$ cat src/rtl/cc_frame_sequencer_pkg.sv
// Shared definitions for the connected-components frame sequencer:
// bus widths used by the labeler interface and the sequencer state encoding.
package cc_frame_sequencer_pkg;

  // Label / object-table index width.
  localparam int WORD_SIZE = 10;
  // Coordinate width; holds every column/row index plus the HEIGHT pad row.
  localparam int LOC_SIZE  = 10;
  // Object area width; large enough for a full-frame blob.
  localparam int OBJ_WIDTH = 20;

  typedef enum logic [2:0] {
    IDLE  = 3'd0,
    SCAN  = 3'd1,
    DRAIN = 3'd2,
    ISSUE = 3'd3,
    EVAL  = 3'd4,
    EMIT  = 3'd5,
    DONE  = 3'd6
  } seq_state_e;

endpackage

$ cat src/rtl/cc_frame_sequencer_raster.sv
// cc_raster_counter: raster x/y generator shared by the scan and drain phases.
// x advances on 'advance' and wraps at WIDTH-1; y increments on a wrap only
// while 'row_en' is high, so the drain phase can park y on the pad row.
module cc_raster_counter
  import cc_frame_sequencer_pkg::*;
#(
  parameter int WIDTH = 640
) (
  input  logic                clk,
  input  logic                reset_n,
  input  logic                clear,
  input  logic                advance,
  input  logic                row_en,
  output logic [LOC_SIZE-1:0] x,
  output logic [LOC_SIZE-1:0] y
);

  localparam logic [LOC_SIZE-1:0] X_LAST = LOC_SIZE'(WIDTH - 1);

  // Column/row registers: equality compare at the row end, never overflow.
  always_ff @(posedge clk) begin
    if (!reset_n) begin
      x <= '0;
      y <= '0;
    end else if (clear) begin
      x <= '0;
      y <= '0;
    end else if (advance) begin
      if (x == X_LAST) begin
        x <= '0;
        if (row_en) begin
          y <= y + LOC_SIZE'(1);
        end else begin
          y <= y;
        end
      end else begin
        x <= x + LOC_SIZE'(1);
      end
    end else begin
      x <= x;
      y <= y;
    end
  end

endmodule

$ cat src/rtl/cc_frame_sequencer.sv
// cc_frame_sequencer: frame-level controller for the connected-components
// labeler. Streams a frame into the labeler, pads DRAIN_CYC cycles so the
// pipeline and merge stacks empty, then walks the object table and emits one
// centroid record per surviving object on a valid/ready port.
// Optional build macro CC_MIN_AREA_EN adds a min_area input; objects smaller
// than min_area are suppressed along with merged-away (zero-area) labels.
module cc_frame_sequencer
  import cc_frame_sequencer_pkg::*;
#(
  parameter int WIDTH     = 640,
  parameter int HEIGHT    = 480,
  parameter int DRAIN_CYC = 260,
  parameter int RD_LAT    = 1
) (
  input  logic                 clk,
  input  logic                 reset_n,
  input  logic                 start,
  input  logic                 pix_valid,
  output logic                 pix_ready,
  output logic                 en,
  output logic                 pad,
  output logic [LOC_SIZE-1:0]  x,
  output logic [LOC_SIZE-1:0]  y,
  input  logic [WORD_SIZE-1:0] num_labels,
  output logic [WORD_SIZE-1:0] obj_id,
  input  logic [OBJ_WIDTH-1:0] obj_area,
  input  logic [LOC_SIZE-1:0]  obj_x,
  input  logic [LOC_SIZE-1:0]  obj_y,
`ifdef CC_MIN_AREA_EN
  input  logic [OBJ_WIDTH-1:0] min_area,
`endif
  output logic                 res_valid,
  input  logic                 res_ready,
  output logic [WORD_SIZE-1:0] res_id,
  output logic [LOC_SIZE-1:0]  res_x,
  output logic [LOC_SIZE-1:0]  res_y,
  output logic                 busy,
  output logic                 frame_done
);

  localparam int RDW = (RD_LAT < 1) ? 1 : $clog2(RD_LAT + 1);
  localparam logic [LOC_SIZE-1:0] X_LAST  = LOC_SIZE'(WIDTH - 1);
  localparam logic [LOC_SIZE-1:0] Y_LAST  = LOC_SIZE'(HEIGHT - 1);
  localparam logic [LOC_SIZE-1:0] D_LAST  = LOC_SIZE'(DRAIN_CYC - 1);
  localparam logic [RDW-1:0]      RD_LAST = RDW'(RD_LAT);

  seq_state_e state, state_next;

  logic [WORD_SIZE-1:0] k;
  logic [WORD_SIZE-1:0] n_snap;
  logic [LOC_SIZE-1:0]  drain_cnt;
  logic [RDW-1:0]       rd_cnt;
  logic [OBJ_WIDTH-1:0] cap_area;
  logic [LOC_SIZE-1:0]  cap_x;
  logic [LOC_SIZE-1:0]  cap_y;

  logic clear_raster, adv_raster, row_en;
  logic capture, load_res, k_inc;
  logic pix_last, drain_last, rd_done, k_last, few_labels, skip;

  assign pix_last   = pix_valid && (x == X_LAST) && (y == Y_LAST);
  assign drain_last = (drain_cnt == D_LAST);
  assign rd_done    = (rd_cnt == RD_LAST);
  assign k_last     = (k == (n_snap - WORD_SIZE'(1)));
  assign few_labels = (n_snap <= WORD_SIZE'(1));

`ifdef CC_MIN_AREA_EN
  assign skip = (cap_area == OBJ_WIDTH'(0)) || (cap_area < min_area);
`else
  assign skip = (cap_area == OBJ_WIDTH'(0));
`endif

  cc_raster_counter #(
    .WIDTH (WIDTH)
  ) u_raster (
    .clk     (clk),
    .reset_n (reset_n),
    .clear   (clear_raster),
    .advance (adv_raster),
    .row_en  (row_en),
    .x       (x),
    .y       (y)
  );

  // State register.
  always_ff @(posedge clk) begin
    if (!reset_n) begin
      state <= IDLE;
    end else begin
      state <= state_next;
    end
  end

  // Next-state and per-cycle datapath strobes.
  always_comb begin
    state_next   = state;
    clear_raster = 1'b0;
    adv_raster   = 1'b0;
    row_en       = 1'b0;
    capture      = 1'b0;
    load_res     = 1'b0;
    k_inc        = 1'b0;
    case (state)
      IDLE: begin
        if (start) begin
          clear_raster = 1'b1;
          state_next   = SCAN;
        end else begin
          state_next = IDLE;
        end
      end
      SCAN: begin
        adv_raster = pix_valid;
        row_en     = 1'b1;
        if (pix_last) begin
          state_next = DRAIN;
        end else begin
          state_next = SCAN;
        end
      end
      DRAIN: begin
        // y stays on the pad row while x keeps sweeping.
        adv_raster = 1'b1;
        if (drain_last) begin
          state_next = ISSUE;
        end else begin
          state_next = DRAIN;
        end
      end
      ISSUE: begin
        if (few_labels) begin
          state_next = DONE;
        end else if (rd_done) begin
          capture    = 1'b1;
          state_next = EVAL;
        end else begin
          state_next = ISSUE;
        end
      end
      EVAL: begin
        if (skip) begin
          if (k_last) begin
            state_next = DONE;
          end else begin
            k_inc      = 1'b1;
            state_next = ISSUE;
          end
        end else begin
          load_res   = 1'b1;
          state_next = EMIT;
        end
      end
      EMIT: begin
        if (res_ready) begin
          if (k_last) begin
            state_next = DONE;
          end else begin
            k_inc      = 1'b1;
            state_next = ISSUE;
          end
        end else begin
          state_next = EMIT;
        end
      end
      DONE: begin
        state_next = IDLE;
      end
      default: begin
        state_next = IDLE;
      end
    endcase
  end

  // Phase counters, label snapshot, object index and record registers.
  always_ff @(posedge clk) begin
    if (!reset_n) begin
      k         <= WORD_SIZE'(1);
      n_snap    <= '0;
      drain_cnt <= '0;
      rd_cnt    <= '0;
      cap_area  <= '0;
      cap_x     <= '0;
      cap_y     <= '0;
      res_id    <= '0;
      res_x     <= '0;
      res_y     <= '0;
    end else begin
      drain_cnt <= (state == DRAIN) ? drain_cnt + LOC_SIZE'(1) : LOC_SIZE'(0);
      rd_cnt    <= (state == ISSUE) ? rd_cnt + RDW'(1) : RDW'(0);
      // Label count is frozen on the first drain cycle.
      if ((state == DRAIN) && (drain_cnt == LOC_SIZE'(0))) begin
        n_snap <= num_labels;
      end else begin
        n_snap <= n_snap;
      end
      if (clear_raster) begin
        k <= WORD_SIZE'(1);
      end else if (k_inc) begin
        k <= k + WORD_SIZE'(1);
      end else begin
        k <= k;
      end
      if (capture) begin
        cap_area <= obj_area;
        cap_x    <= obj_x;
        cap_y    <= obj_y;
      end else begin
        cap_area <= cap_area;
        cap_x    <= cap_x;
        cap_y    <= cap_y;
      end
      if (load_res) begin
        res_id <= k;
        res_x  <= cap_x;
        res_y  <= cap_y;
      end else begin
        res_id <= res_id;
        res_x  <= res_x;
        res_y  <= res_y;
      end
    end
  end

  // Outputs decode the registered state; en also follows the live pixel handshake.
  assign pix_ready  = (state == SCAN);
  assign pad        = (state == DRAIN);
  assign en         = ((state == SCAN) && pix_valid) || (state == DRAIN);
  assign obj_id     = k;
  assign res_valid  = (state == EMIT);
  assign busy       = (state != IDLE);
  assign frame_done = (state == DONE);

endmodule

$ cat config.mk
export PLATFORM = sky130hd
export DESIGN_NAME = cc_frame_sequencer
export DESIGN_NICKNAME = d
export VERILOG_FILES = /design/src/rtl/cc_frame_sequencer_pkg.sv /design/src/rtl/cc_frame_sequencer_raster.sv /design/src/rtl/cc_frame_sequencer.sv
export SDC_FILE = /design/constraint.sdc
export NUM_CORES = 1
export LEC_CHECK = 0
export BUFFER_PORTS_ARGS = -buffer_cell sky130_fd_sc_hd__clkbuf_2
export CAP_MARGIN = 40
export CORE_MARGIN = 2
export CORE_UTILIZATION = 48
export DETAILED_ROUTE_END_ITERATION = 10
export GPL_TIMING_DRIVEN = 0
export PLACE_DENSITY = 0.72
export SYNTH_ARGS = -nofsm -noshare
export SYNTH_HDL_FRONTEND = slang
export SYNTH_SLANG_ARGS = --single-unit
$ cat constraint.sdc
create_clock -name clk -period 5.7 [get_ports clk]
set_clock_uncertainty 0.15 [all_clocks]
set_input_delay 0.285 -clock clk [delete_from_list [all_inputs] [get_ports clk]]
set_output_delay 0.285 -clock clk [all_outputs]
set_load 0.05 [all_outputs]
==> out/metrics.yaml <==
run_status: "complete, no violations"
numCtsBuffers: 17
clkSinkCount: 124
die_w_um: 111
ys_types: 53
grt_pass1_wl_mm: 22.2
holdPathEnd: "state[0]$_SDFF_PN0_"
drt-pass1-iter-count: 6
leakage_nw: 3.13
tightestPinTransition_ns: 0.770
cpPeakStageDelay_ns: 0.61
power.density_mw_per_mm2: 279
layout_setup_ws_ns: 2.72
vdd_drop_max_v: 0.000203
syn_inst: 607
synth_seq_cells: 124
core.rowCount: 38
startpoint_type: "register"
synthArstFlopShare: 0
maxSlewViolCount: 0
fin_crit_sh: 0.523
finalHoldViolations: 0
worst-path-max-fanout: 10
first_global_vias: 4783
cts-root-buf: "clkbuf_16"
cts_setup_buffers: 0
hp-class: "primary input to register"
via_count: 4874
area_growth_pct: 34.1
core_mm2: 0.0110
final_nets: 857
final_core_util: 0.667
crit_chain: "inv_1 -> ha_1 -> clkbuf_2 -> o21ba_1 -> a221oi_1 -> a41oi_1 -> or4_4 -> o21ai_4 -> buf_6 -> xor2_1 -> nand2_1"
drc: 0
crit_type: "register to register"
syn_area_per_cell_um2: 8.99
regToRegStartpoint: "n_snap[0]$_SDFFE_PN0P_"
syn_area_mm2: 0.00546
multiInputGateArea_mm2: 0.00281
drt_iter0_drc: 238
timing.slew.headroom: 0.487
hp-start: "start"
worst_ep_arrival_time_ns: 3.14
port_buffers: 119
clockBufferDepth: 2
cts_resized: 0
clock_latency_ns: 0.42
via_per_inst: 5.15
r2r_setup_slack_ns: 2.72
required_ns: 5.86
ios: 121
grt-ovfl-total: 0
end_kind: "register"
grt_start_max_net_pins: 17
antennaDiodeCount: 0
die_h_um: 111
clkSlewWorstSetupHoldPaths_ns: 0.05
finalPower_mw: 2.05
rsz0062_at_grt: "no"
postRouteAntennaNets: 0
finalHoldWorstSlack_ns: 0.210
seq_area_mm2: 0.00248
die_area_mm2: 0.0122
grtUsageTotal: 0.223
synth-main-ff-cell: "dfxtp_1"
hold_path_depth: 5
wire_per_inst_um: 14.2
fmax_mhz: 335
drive_above_1_share: 0.199
pre_cts_ws_ns: 2.77
setup_viol: 0
synth.yosys.warnings: 0
tns_ns: 0
synth-edff-count: 0
place_congestion: 0.795
tritoncts: "yes"
min_period_ns: 2.98
yosysSeqAreaShare: 0.455
reg2reg_to: "obj_id[0]$_SDFFE_PP1P_"
start_util: 0.497
drt_wl_total_mm: 13.4
cap_violations: 0
final.fill_count: 874
critical_path.slowest_cell: "or4_4"
antenna_found_initial: 0
reg2reg_depth: 11
h-tree-depth: 4
synth_nets: 669
place_hpwl_mm: 9.25
## Yosys cell counts, types with 2 or more instances
library cell | n | area share
o31ai_1 | 2 | 0.0028
xnor2_1 | 15 | 0.024
xor2_1 | 22 | 0.035
clkbuf_1 | 26 | 0.018
nand4_1 | 8 | 0.0092
mux2i_1 | 42 | 0.077
nor2_1 | 40 | 0.028
or3_1 | 9 | 0.010
nand3b_1 | 3 | 0.0041
a41oi_1 | 3 | 0.0048
nor4_1 | 7 | 0.0080
nand3_1 | 20 | 0.018
buf_2 | 4 | 0.0037
nand2b_1 | 3 | 0.0034
and2_1 | 3 | 0.0034
and3_1 | 9 | 0.010
o211ai_1 | 6 | 0.0083
o21ai_1 | 5 | 0.0046
nor3_1 | 5 | 0.0046
o21ai_0 | 5 | 0.0046
or4_1 | 3 | 0.0041
a21boi_0 | 41 | 0.056
ha_1 | 7 | 0.016
nand2_1 | 102 | 0.070
a21oi_1 | 13 | 0.012
a31oi_1 | 2 | 0.0023
dfxtp_1 | 124 | 0.45
nor2b_1 | 44 | 0.050
inv_1 | 9 | 0.0062
o21a_1 | 2 | 0.0028
## per-stage QoR
| stage | area, µm² | cells |
|---|---|---|
| after floorplan | 5460 | 607 |
| after global placement | 6230 | 866 |
| after detailed placement | 6230 | 866 |
| after CTS | 7320 | 946 |
| after global routing | 7320 | 946 |
| final | 7320 | 946 |
## sequential cells by signal, indices dropped and copies added, names as in the netlist
register    flops
cap_area       20
cap_x          10
cap_y          10
drain_cnt      10
n_snap         10
obj_id         10
rd_cnt          1
res_id         10
res_x          10
res_y          10
state           3
u_raster.x     10
u_raster.y     10
## critical path: cells and delay by family, from the launching register on
family | cells | cell delay (ns)
AOI/OAI and AO/OA | 4 | 0.84
adders and majority gates | 1 | 0.19
xor gates and xnor gates | 1 | 0.14
buffers and inverters | 3 | 0.42
DFF | 1 | 0.44
and+or+nand+nor | 2 | 0.67
## cell families after synthesis
logic type | count (synthesis) | share of synthesized area
xor+xnor | 37 | 0.0594
compound gates | 90 | 0.117
flops | 124 | 0.455
mux | 42 | 0.0770
simple gates | 266 | 0.245
fa+ha+maj | 7 | 0.0160
buf+inv | 41 | 0.0307
## repair_timing
action	CTS	global route
setup endpoints to repair	0	0
hold buffers	50	0
hold endpoints to repair	50	0
## power by group
group	internal, mW	switching [mW]
Sequential	0.869	0.00151
Combinational	0.0506	0.0407
Clock	0.715	0.369
## how the worst max path moves through the flow
| stage | end | from | cells past startpoint |
|---|---|---|---|
| 3_3_place_gp | obj_id[0]$_SDFFE_PP1P_ | n_snap[0]$_SDFFE_PN0P_ | 11 |
| 5_1_grt | obj_id[0]$_SDFFE_PP1P_ | n_snap[0]$_SDFFE_PN0P_ | 11 |
| 2_1_floorplan | u_raster.x[5]$_SDFFE_PP0P_ | state[1]$_SDFF_PN0_ | 8 |
| 4_1_cts | obj_id[0]$_SDFFE_PP1P_ | n_snap[0]$_SDFFE_PN0P_ | 11 |
| 6_report | obj_id[0]$_SDFFE_PP1P_ | n_snap[0]$_SDFFE_PN0P_ | 11 |
| 3_5_place_dp | obj_id[0]$_SDFFE_PP1P_ | n_snap[0]$_SDFFE_PN0P_ | 11 |
## cells in the final DEF, fill, tap and decap left out, drive strengths merged, types with 11 or more instances in the layout
cell type and instances:
clkbuf 169, dfxtp 124, nor2 40, nand2 102, a21oi 14, nor2b 44
xnor2 15, o21ai 11, nand3 20, xor2 22, dlygate4sd3 50, a21boi 41
mux2i 42
## final cells by class
| type | instances | share of cell area |
|---|---|---|
| plain buffers | 32 | 0.0183 |
| clock buffers | 23 | 0.0653 |
| clock inverters | 7 | 0.0156 |
| inverters | 9 | 0.00461 |
| multi-input cells | 442 | 0.384 |
| flip-flops and latches | 124 | 0.339 |
| well taps | 140 | 0.0239 |
| repair buffers | 169 | 0.150 |
## layer usage
layer  wire length [µm]  GRT usage  part of all wire
met5                  0          0                 0
met4                257     0.0958             0.019
met3                697     0.0741             0.052
met2               6550      0.370              0.49
met1               5930      0.264              0.44
Note: power is estimated with default switching activity, not from simulation.
